$ cat src/rtl/acc_fifo_reader_pkg.sv
// Shared constants and state encoding for the ACC FIFO read path.
// Widths are shared with the FIFO and the engine top.
package acc_fifo_reader_pkg;

    localparam int ACC_DATA_WIDTH = 32;
    localparam int ACC_LEN_WIDTH  = 16;

    typedef enum logic [1:0] {
        ST_IDLE  = 2'd0,
        ST_DRAIN = 2'd1,
        ST_FLUSH = 2'd2,
        ST_DONE  = 2'd3
    } rd_state_e;

    function automatic logic state_is_busy(input rd_state_e s);
        return (s != ST_IDLE);
    endfunction

endpackage

$ cat src/rtl/acc_out_stage.sv
// One-deep valid/ready output register for popped accumulator words.
// With ACC_RELU_EN defined, negative (two's-complement) words are clamped to zero on load.
module acc_out_stage #(
    parameter int DataWidth = 32
) (
    input  logic                 clk,
    input  logic                 aclr,
    input  logic                 clk_en,
    input  logic                 load,
    input  logic [DataWidth-1:0] load_data,
    input  logic                 load_last,
    input  logic                 out_ready,
    output logic                 out_valid,
    output logic [DataWidth-1:0] out_data,
    output logic                 out_last
);

    logic                 valid_q, valid_d;
    logic                 last_q, last_d;
    logic [DataWidth-1:0] data_q, data_d;
    logic [DataWidth-1:0] load_val;

`ifdef ACC_RELU_EN
    // Clamp negative words to zero before they reach the output register.
    always_comb begin
        if (load_data[DataWidth-1]) begin
            load_val = {DataWidth{1'b0}};
        end else begin
            load_val = load_data;
        end
    end
`else
    // Words pass through unmodified.
    always_comb begin
        load_val = load_data;
    end
`endif

    // Next-state of the output register: a load wins over a completing handshake.
    always_comb begin
        valid_d = valid_q;
        last_d  = last_q;
        data_d  = data_q;
        if (load) begin
            valid_d = 1'b1;
            last_d  = load_last;
            data_d  = load_val;
        end else if (valid_q && out_ready) begin
            valid_d = 1'b0;
            last_d  = 1'b0;
        end else begin
            valid_d = valid_q;
            last_d  = last_q;
        end
    end

    // Output register with synchronous reset and clock-enable freeze.
    always_ff @(posedge clk) begin
        if (aclr) begin
            valid_q <= 1'b0;
            last_q  <= 1'b0;
            data_q  <= {DataWidth{1'b0}};
        end else if (clk_en) begin
            valid_q <= valid_d;
            last_q  <= last_d;
            data_q  <= data_d;
        end
    end

    assign out_valid = valid_q;
    assign out_data  = data_q;
    assign out_last  = last_q;

endmodule

$ cat src/rtl/acc_fifo_reader.sv
// Read-side controller of the accumulator-result FIFO: drains Length words per job into
// a valid/ready output stage and pulses Done. Optional macro ACC_RELU_EN clamps negatives.
module acc_fifo_reader
    import acc_fifo_reader_pkg::*;
#(
    parameter int DataWidth = ACC_DATA_WIDTH,
    parameter int LenWidth  = ACC_LEN_WIDTH
) (
    input  logic                 clk,
    input  logic                 aclr,
    input  logic                 clk_en,
    input  logic                 Start,
    input  logic [LenWidth-1:0]  Length,
    input  logic                 FifoEmpty,
    input  logic [DataWidth-1:0] FifoData,
    output logic                 FifoPop,
    output logic                 OutValid,
    input  logic                 OutReady,
    output logic [DataWidth-1:0] OutData,
    output logic                 OutLast,
    output logic                 Busy,
    output logic                 Done
);

    localparam logic [LenWidth-1:0] LEN_ZERO = LenWidth'(0);
    localparam logic [LenWidth-1:0] LEN_ONE  = LenWidth'(1);

    rd_state_e            state_q, state_d;
    logic [LenWidth-1:0]  remaining_q, remaining_d;
    logic                 busy_q, busy_d;
    logic                 done_q, done_d;
    logic                 fifo_pop;
    logic                 out_valid;
    logic                 out_last;
    logic [DataWidth-1:0] out_data;
    logic                 handshake;

    assign handshake = out_valid & OutReady;

    // Job sequencing; a pop needs remaining!=0, so the counter can never wrap below zero.
    always_comb begin
        state_d     = state_q;
        remaining_d = remaining_q;
        fifo_pop    = 1'b0;
        case (state_q)
            ST_IDLE: begin
                if (Start) begin
                    if (Length != LEN_ZERO) begin
                        remaining_d = Length;
                        state_d     = ST_DRAIN;
                    end else begin
                        state_d     = ST_DONE;
                    end
                end else begin
                    state_d = ST_IDLE;
                end
            end
            ST_DRAIN: begin
                fifo_pop = clk_en & ~FifoEmpty & (remaining_q != LEN_ZERO)
                         & (~out_valid | OutReady);
                if (fifo_pop) begin
                    remaining_d = remaining_q - LEN_ONE;
                end else begin
                    remaining_d = remaining_q;
                end
                if (remaining_d == LEN_ZERO) begin
                    state_d = ST_FLUSH;
                end else begin
                    state_d = ST_DRAIN;
                end
            end
            ST_FLUSH: begin
                if (handshake) begin
                    state_d = ST_DONE;
                end else begin
                    state_d = ST_FLUSH;
                end
            end
            ST_DONE: begin
                state_d = ST_IDLE;
            end
            default: begin
                state_d = ST_IDLE;
            end
        endcase
        busy_d = state_is_busy(state_d);
        done_d = (state_d == ST_DONE);
    end

    // State, counter and registered status flags; clk_en low freezes everything but reset.
    always_ff @(posedge clk) begin
        if (aclr) begin
            state_q     <= ST_IDLE;
            remaining_q <= LEN_ZERO;
            busy_q      <= 1'b0;
            done_q      <= 1'b0;
        end else if (clk_en) begin
            state_q     <= state_d;
            remaining_q <= remaining_d;
            busy_q      <= busy_d;
            done_q      <= done_d;
        end
    end

    acc_out_stage #(
        .DataWidth (DataWidth)
    ) u_out_stage (
        .clk       (clk),
        .aclr      (aclr),
        .clk_en    (clk_en),
        .load      (fifo_pop),
        .load_data (FifoData),
        .load_last (remaining_q == LEN_ONE),
        .out_ready (OutReady),
        .out_valid (out_valid),
        .out_data  (out_data),
        .out_last  (out_last)
    );

    assign FifoPop  = fifo_pop;
    assign OutValid = out_valid;
    assign OutData  = out_data;
    assign OutLast  = out_last;
    assign Busy     = busy_q;
    assign Done     = done_q;

endmodule

$ cat config.mk
export PLATFORM = sky130hd
export DESIGN_NAME = acc_fifo_reader
export DESIGN_NICKNAME = d
export VERILOG_FILES = /design/src/rtl/acc_fifo_reader_pkg.sv /design/src/rtl/acc_out_stage.sv /design/src/rtl/acc_fifo_reader.sv
export SDC_FILE = /design/constraint.sdc
export NUM_CORES = 1
export LEC_CHECK = 0
export ABC_AREA = 1
export BUFFER_PORTS_ARGS = -buffer_cell sky130_fd_sc_hd__buf_2
export CORE_MARGIN = 4
export CORE_UTILIZATION = 40
export CTS_BUF_LIST = sky130_fd_sc_hd__clkbuf_16
export DETAILED_ROUTE_END_ITERATION = 7
export GPL_ROUTABILITY_DRIVEN = 0
export PLACE_DENSITY_LB_ADDON = 0.3
export SYNTH_ARGS = -nofsm -noshare
export SYNTH_HDL_FRONTEND = slang
export SYNTH_HIERARCHICAL = 1
export SYNTH_SLANG_ARGS = --single-unit
export TNS_END_PERCENT = 30
$ cat constraint.sdc
create_clock -name clk -period 2.9 [get_ports clk]
set_clock_uncertainty 0.2 [all_clocks]
set_input_delay 0.58 -clock clk [delete_from_list [all_inputs] [get_ports clk]]
set_output_delay 0.58 -clock clk [all_outputs]
set_load 0.005 [all_outputs]
Word level (Yosys, flattened, before mapping)
Index checks and enable logic that the tools add are counted.
{ "totals": {"input_bits": 54, "wordCells": 47, "ff_bits": 54, "output_inout_bits": 37} }
{ "op_classes": {"n_mux": 14, "addsub": 1, "reduce_logical": 11, "eq_ne": 7, "n_bitwise": 7} }
{ "op_table": {"columns": ["cell", "count"], "rows": [
  ["$mux W16", 4],
  ["$pmux W16 S2", 1],
  ["$reduce_bool A16 Y1", 2],
  ["$eq A16 B1 Y1 const B", 1],
  ["$logic_not A16 Y1", 1],
  ["$sub A16 B1 Y16 const B", 1],
  ["$pmux W2 S4", 1],
  ["$eq A2 B2 Y1 const B", 3],
  ["$mux W2", 3],
  ["$reduce_bool A2 Y1", 3],
  ["$mux W1", 5],
  ["$and A1 B1 Y1", 4],
  ["$ne A2 B2 Y1 const B", 2],
  ["$reduce_and A2 Y1", 2],
  ["$reduce_and A4 Y1", 1],
  ["$eq A2 B1 Y1 const B", 1],
  ["$logic_not A2 Y1", 1],
  ["$not A1 Y1", 2],
  ["$logic_and A1 B1 Y1", 1],
  ["$or A1 B1 Y1", 1]
]} }

Longest topological paths before layout
Gate-level depths: netlist of run 1.
{ "logic_depth": {"ltp_word": 10, "ltp_mapped": 19, "mapped_depth_nobuf": 18} }

Modules after synthesis
The synthesis of run 1 kept the hierarchy.
{ "modules_own_cells": {"columns": ["mod", "seq_area_each_um2", "cells_each", "n_inst", "area_per_inst_um2"], "rows": [
  ["acc_fifo_reader", 400.4, 287, 1, 1710.4],
  ["acc_out_stage", 680.7, 150, 1, 1189.9]
]} }

Worst setup path after synthesis of run 1
OpenSTA, ideal clock, no wires.
{ "synth_path": {"path_kind": "input to register", "startpoint": "in OutReady", "endpoint": "reg busy_q, in the netlist Busy", "setup_ns": 0.127, "arrival_time_ns": 1.882, "setup_slack_ns": 0.691, "n_path_buf": 1, "required_ns": 2.573, "stages": 16, "cell_sequence": "nor2_1 -> nor2_1 -> nand2_1 -> inv_1 -> nand2_8 -> buf_2 -> nand2_1 -> nand2_2 -> nor2_1 -> nand2_1 -> nor2_1 -> nand2_1 -> nand2_1 -> a21oi_1 -> nor2_1 -> nor2_1"} }
{ "synth_between": {"elab_chain_len": 8, "elab_cells_between_ends": 10, "cone_classes": "mux: 5; bitwise: 3; reduce/logical: 2"} }
{ "synth_rtl": {"columns": ["element", "line_no", "rtl"], "rows": [
  ["from (decl)", "acc_fifo_reader.sv:18", "input logic OutReady,"],
  ["$or A1 B1 Y1", "acc_fifo_reader.sv:60", "& (~out_valid | OutReady);"],
  ["$and A1 B1 Y1", "acc_fifo_reader.sv:60", null],
  ["$mux W16", "acc_fifo_reader.sv:61", "if (fifo_pop) begin"],
  ["$mux W16", "acc_fifo_reader.sv:45", "case (state_q)"],
  ["$logic_not A16 Y1", "acc_fifo_reader.sv:66", "if (remaining_d == LEN_ZERO) begin"],
  ["$mux W2", "acc_fifo_reader.sv:66", null],
  ["$pmux W2 S4 (*)", "acc_fifo_reader.sv:45", null],
  ["$reduce_bool A2 Y1 (*)", "acc_fifo_reader_pkg.sv:16", "return (s != ST_IDLE);"],
  ["to (signal assigned)", "acc_fifo_reader.sv:100", "busy_q <= busy_d;"],
  ["to (decl)", "acc_fifo_reader.sv:30", "logic busy_q, busy_d;"]
]} }
Every way passes the cells marked *; elsewhere a longest branch is shown, timed or not. The select of a mux whose other input is x is not followed.
A chain may end at the register's enable or synchronous reset.

Worst setup path in the final report of run 1
{ "layout_path": {"startpoint": "reg remaining_q[0]", "endpoint": "out FifoPop"} }
{ "layout_between": {"elab_chain_len": 4} }
{ "layout_rtl": {"columns": ["element", "line_no", "rtl"], "rows": [
  ["from (decl)", "acc_fifo_reader.sv:29", "logic [LenWidth-1:0] remaining_q, remaining_d;"],
  ["from (signal assigned)", "acc_fifo_reader.sv:99", "remaining_q <= remaining_d;"],
  ["$reduce_bool A16 Y1", "acc_fifo_reader.sv:59", "fifo_pop = clk_en & ~FifoEmpty & (remaining_q != LEN_ZERO)"],
  ["$and A1 B1 Y1", "acc_fifo_reader.sv:59", null],
  ["$and A1 B1 Y1", "acc_fifo_reader.sv:60", null],
  ["$mux W1", "acc_fifo_reader.sv:45", null],
  ["to (decl)", "acc_fifo_reader.sv:16", "output logic FifoPop,"]
]} }
Every way passes these cells.

==> out/qor.yml, run 1 <==
grt_start_max_net_pins: 35
arrival_ps: 1800
p_leak_nw: 1.71
yosys_warnings: 6
min_path_type: "register to register"
cap_violations: 0
slew_headroom_pct: 43.0
start_util_pct: 42.0
worstSetupPathType: "register to primary output"
crit_fanout: 18
postCtsSetupRepairBufs: 0
rows: 30
min_period_ps: 2580
routedWlPerCell_um: 13.2
drcViolationCount: 0
die_x_um: 93.2
final_cells: 620
slew_violations: 0
syn_inst: 437
powerDensity_mw_per_mm2: 514
clk_pin_slew_ps: 70
ant_nets: 0
start_kind: "register"
hold_viol: 0
grt_pass1_wl_um: 13500
synth_seq_area_share_pct: 37.3
overflow: 0
syn_nets: 494
routed_wl_um: 8200
drt-initial-drc-count: 298
dp_cells: 612
placed_cell_area_mm2: 0.00343
antenna_cells: 0
syn_area_mm2: 0.00290
outcome: "finished, final reports clean"
final_nets: 580
antenna_found_initial: 0
io_pins: 91
setup_viol: 0
cts_tree: "built"
fp.dieArea_mm2: 0.00868
hpwl_um: 6260
ys_ff_latch: 54
portBuffers: 90
fmax_mhz: 388
num_vias: 3131
htreeDepth: 2
rsz0062_at_grt: "no"
clockBufferDepth: 2
finalPower_mw: 1.84
area_growth_pct: 23.6
period_share_pct: 89.0
numCtsBuffers: 5
peakVddDrop_uv: 322
tns_ps: 0
cts_root_buf: "clkbuf_16"
critPathRequiredTime_ps: 2120
avgSynthCellArea_um2: 6.64
track_usage_pct: 19.1
tightestPinTransition_ps: 854
clock_latency_ps: 290
postLayoutCellArea_mm2: 0.00358
cp-end-kind: "primary output"
clkSinkCount: 54
ys_types: 33
viasPerCell: 5.05
die_y_um: 93.2
grt_pass1_vias: 2838
drive_gt1_share_pct: 24.8
hold_buffers: 0
post_cts_resized: 0
coreArea_mm2: 0.00691
dr.pass1.iters: 5
hold_slack_ps: 274
## kinds of logic after synthesis
logic type	count (synthesis)	synth area share [%]
xor+xnor	5	1.51
flops	54	37.3
compound gates	84	15.7
buf+inv	42	6.73
simple gates	249	37.4
fa+ha+maj	3	1.29
## flip-flops by register name, indices dropped and copies added (netlist names)
register / count
u_out_stage/out_data: 32
remaining_q: 16
state_q: 2
Busy: 1
Done: 1
u_out_stage/out_last: 1
u_out_stage/out_valid: 1
## cell type report
type | instances | area, um2
clock buffers | 5 | 125
clock inverters | 3 | 28.8
fillers | 732 | 3320
inverters | 25 | 96.3
multi-input cells | 341 | 1620
flip-flops and latches | 54 | 1080
well taps | 96 | 120
repair buffers | 96 | 508
## report_power, final
part | leakage (nW) | internal (mW) | total [mW] | switching [mW]
Clock | 0.0759 | 0.330 | 0.624 | 0.294
Sequential | 0.439 | 0.771 | 0.808 | 0.0367
Combinational | 1.19 | 0.155 | 0.410 | 0.255
## path summary, 6_finish.rpt
path / slack, ps / cells after the start / start / to
worst max register to register: 410 / 17 / remaining_q[0] / Done
worst min register to register: 270 / 2 / u_out_stage/out_last / u_out_stage/out_last
worst min-delay path: 270 / 2 / u_out_stage/out_last / u_out_stage/out_last
worst max-delay path: 320 / 8 / remaining_q[0] / FifoPop
## cell usage in the layout, fill, tap and decap left out, drive strengths merged
master	count
a21oi	30
a221oi	8
a31oi	1
and3	1
buf	96
clkbuf	5
clkinv	3
dfxtp	54
ha	3
inv	25
nand2	119
nand3	10
nand3b	4
nand4	2
nor2	108
nor3	2
nor4	3
o2111ai	1
o21ai	43
o22ai	1
xnor2	2
xor2	3
## stage by stage
| stage | setup WS [ps] | util (%) |
|---|---|---|
| 6_report | 320 | 51.9 |
| 3_5_place_dp | 387 | 49.7 |
| 5_1_grt | 93.9 | 51.9 |
| 3_3_place_gp | 458 | 49.7 |
| 2_1_floorplan | 691 | - |
| 4_1_cts | 312 | 51.9 |
## worst max-delay path, cell delays in order, from the launching register on
cell and delay [ps]:
dfxtp_1 370, inv_1 130, ha_1 230, nand2_2 80, nor2_4 40, nand2_4 110
nand2_8 110, nor2_1 250, buf_2 180
## cells in the mapped netlist, drive strengths merged
library cell	number	area (um2)
nand2	119	500
nor2	108	453
dfxtp	54	1080
o21ai	43	215
a21oi	30	150
inv	24	92.6
clkbuf	11	43.8
nand3	10	55.1
a221oi	8	70.1
buf	6	55.1
nand3b	4	30.0
ha	3	37.5
nor4	3	18.8
xor2	3	26.3
nand4	2	12.5
nor3	2	10.0
xnor2	2	17.5
a31oi	1	6.26
and3	1	6.26
clkinv	1	3.75
o2111ai	1	8.76
o22ai	1	6.26
## routing by layer
| layer | vias up | global-route usage [%] | share of wire [%] | wire [um] |
|---|---|---|---|---|
| li1 | 1592 | - | - | - |
| met1 | 1416 | 26.4 | 44 | 3570 |
| met2 | 113 | 30.2 | 47 | 3860 |
| met3 | 10 | 4.59 | 8.1 | 660 |
| met4 | 0 | 4.40 | 1.2 | 101 |
| met5 | - | 0 | 0 | 0 |
Note: power is estimated with default switching activity, not from simulation.
==> run 2: changes to the inputs <==
SYNTH_HIERARCHICAL = default   (was 1)
==> run 2 against run 1 <==
  * Register-to-register slack worse by 160 ps
  * Power is 5.2% higher
  * Die area decreased by 0.99%
  * Global-route usage is 0.68 points higher
  * Area after synthesis is 1.1% lower
  * Sequential cell count is the same
  * Sequential share of layout area increased by 0.13 points
  * Clock power grew 7.7%
  * Non-clock buffer count stayed put
  * Maximum frequency down 2.6%
  * Critical endpoint is now Busy
  * Largest cell class unchanged
==> out/qor.yml, run 2 <==
outcome: "finished, final reports clean"
regToRegSetupSlack_ps: 250  # -160 ps
peakVddDrop_uv: 294  # -8.5%
avgSynthCellArea_um2: 6.42  # -3.3%
r2r-end: "Busy"
clock_latency_ps: 290  # about the same
die_x_um: 92.7  # -0.49%
final_common_cell: "nand2_1"
crit_fanout: 17  # -1
final_util_pct: 51.9  # +0.065 points
drcViolationCount: 0  # unchanged
ys_ff_latch: 54  # unchanged
synth_edf_count: 0  # unchanged
drt-initial-drc-count: 180  # -40%
largest_reg_flops: 32  # unchanged
slowest_stage: "dfxtp_1"
crit_top_cell: "nand2_1"
antenna_found_initial: 0  # unchanged
arrival_ps: 2630  # +830 ps
multi_input_area_mm2: 0.00160  # -1.5%
overflow: 0  # unchanged
viasPerCell: 5.08  # +0.58%
cts_tree: "built"
synth_seq_area_share_pct: 37.7  # +0.41 points
clkSinkCount: 54  # unchanged
antenna_cells: 0  # unchanged
clockBufferDepth: 2  # unchanged
num_vias: 3195  # +2.0%
syn_area_mm2: 0.00287  # -1.1%
yosys-top-cells-area: "dfxtp_1, nand2_1, nor2_1, o21ai_0, a21oi_1"
coreArea_mm2: 0.00687  # -0.54%
slew_headroom_pct: 42.7  # -0.37 points
cp_slowest_stage_delay_ps: 340  # -30 ps
whs_endpoint: "u_out_stage.out_last"
synth_top_cells_by_count: "nand2_1, nor2_1, dfxtp_1"
routed_wl_um: 8300  # +1.2%
finalWorstSetupSlack_ps: 252  # -68.0 ps
yosysTopAreaCell: "dfxtp_1"
final_cell_mix: "nand2_1, nor2_1, buf_2"
critPathRequiredTime_ps: 2890  # +770 ps
postCtsSetupRepairBufs: 0  # unchanged
rsz0062_at_grt: "no"
routedWlPerCell_um: 13.2  # -0.24%
rr_worst_depth: 18  # +1
postLayoutCellArea_mm2: 0.00357  # -0.42%
die_y_um: 92.7  # -0.49%
cp_num_buf_inv: 2  # unchanged
grt_pass1_wl_um: 14100  # +4.2%
whs_path_depth: 2  # unchanged
tns_ps: 0  # unchanged
setup_viol: 0  # unchanged
post_cts_resized: 0  # unchanged
period_share_pct: 91.3  # +2.3 points
clk_pin_slew_ps: 70  # about the same
io_pins: 91  # unchanged
grt_pass1_vias: 3151  # +11%
ant_nets: 0  # unchanged
drive_gt1_share_pct: 21.4  # -3.4 points
tightestPinTransition_ps: 859  # +5.48 ps
layout.area.seq_mm2: 0.00108  # unchanged
min_path_type: "register to register"
area_growth_pct: 24.4
fmax_mhz: 378  # -2.6%
fp.dieArea_mm2: 0.00859  # -0.99%
syn_nets: 504  # +2.0%
dp_slack_ps: 317  # -69.8 ps
powerDensity_mw_per_mm2: 543  # +5.7%
slew_violations: 0  # unchanged
yosys_warnings: 0  # -6
dr.pass1.iters: 5  # unchanged
worstSetupPathType: "register to register"
min_from: "u_out_stage.out_last"
p_leak_nw: 1.82  # +6.6%
synth_most_common_cell: "nand2_1"
placed_cell_area_mm2: 0.00340  # -0.80%
cp-end-kind: "register"
async_flop_share_pct: 0  # unchanged
cts_root_buf: "clkbuf_16"
ys_types: 26  # -21%
cp_top_family: "simple AND/OR/NAND/NOR gates"
start_util_pct: 41.8  # -0.23 points
track_usage_pct: 19.8  # +0.68 points
cap_violations: 0  # unchanged
syn_inst: 447  # +2.3%
hold_slack_ps: 262  # -11.4 ps
hold_buffers: 0  # unchanged
rows: 30  # unchanged
fill_cells: 690  # -5.7%
numCtsBuffers: 5  # unchanged
htreeDepth: 2  # unchanged
hold_viol: 0  # unchanged
synth_top_area_share_pct: 37.7  # +0.41 points
start_kind: "register"
timing.rr.start: "remaining_q[4]"
hpwl_um: 6240  # -0.31%
final_nets: 589  # +1.6%
synth_flop_cell: "dfxtp_1"
grt_start_max_net_pins: 37  # +5.7%
cp_cell_sequence: "nor2_1, nand2_2, nor2_4, nand2_4, nand2_4, inv_2, nand2_1, nand2_1, nor2_1, nand2_1, nor2_1, nand2_1, nand2_1, nand2_1, nand2_1, nand3_1, nand2_1, inv_1"
portBuffers: 90  # unchanged
min_period_ps: 2650  # +68.0 ps
## run 2: cell count changes in the layout (fill, tap and decap cells not counted), sizes merged, moves of 2 or more
cell	delta
nand3	+7
xor2	+2
o21ai	-5
a221oi	+5
a21oi	-6
nand3b	-3
inv	+2
xnor2	-2
nand2	+5
nor2	+4
## run 2: worst max-delay path by stage
stage,depth (start not counted),slack [ps],start,to
after floorplan,6,510,clk_en,FifoPop
after global placement,18,340,remaining_q[4],Busy
after detailed placement,18,320,remaining_q[4],Busy
after CTS,18,280,remaining_q[4],Busy
after global routing,17,20,remaining_q[4],Busy
final,18,250,remaining_q[4],Busy
## run 2: layout make-up
class,instances,area share [%]
clock buffer,5,3.51
clock inverter,3,1.16
inverter,28,2.95
multi-input combinational,347,44.8
sequential,54,30.3
tap,96,3.37
timing repair buffer,96,13.9
## run 2: tightest hold or removal path, cell delays in order, from the launching register on
cell     delay, ps
dfxtp_1        310
nand2_1         60
a21oi_1         50
## run 2: cell families (layout without fill, tap and decap cells)
group / count (synthesis) / after routing / share of synthesized area [%]
and+or+nand+nor: 262 / 262 / 37.6
AOI/OAI and AO/OA: 77 / 77 / 15.3
DFF: 54 / 54 / 37.7
buffers and inverters: 46 / 132 / 6.54
xor gates and xnor gates: 5 / 5 / 1.53
adders and majority gates: 3 / 3 / 1.31
## run 2: through the flow
stage / std cells / power, mW
after floorplan: 447 / 1.14
after global placement: 621 / 1.27
after detailed placement: 621 / 1.27
after CTS: 629 / 1.95
after global routing: 629 / 2.05
final: 629 / 1.94
## run 2: power by group
part | total, mW | switching, mW | internal (mW)
combinational | 0.451 | 0.289 | 0.162
clock | 0.672 | 0.267 | 0.405
sequential | 0.816 | 0.0365 | 0.780
total | 1.94 | 0.592 | 1.35
## run 2: metal layers
layer,global-route usage [%],routed length [um],vias to the layer above
met5,0,0,-
met4,6.11,167,0
met3,4.47,552,14
met2,34.9,4070,112
met1,23.9,3500,1459
li1,-,-,1610
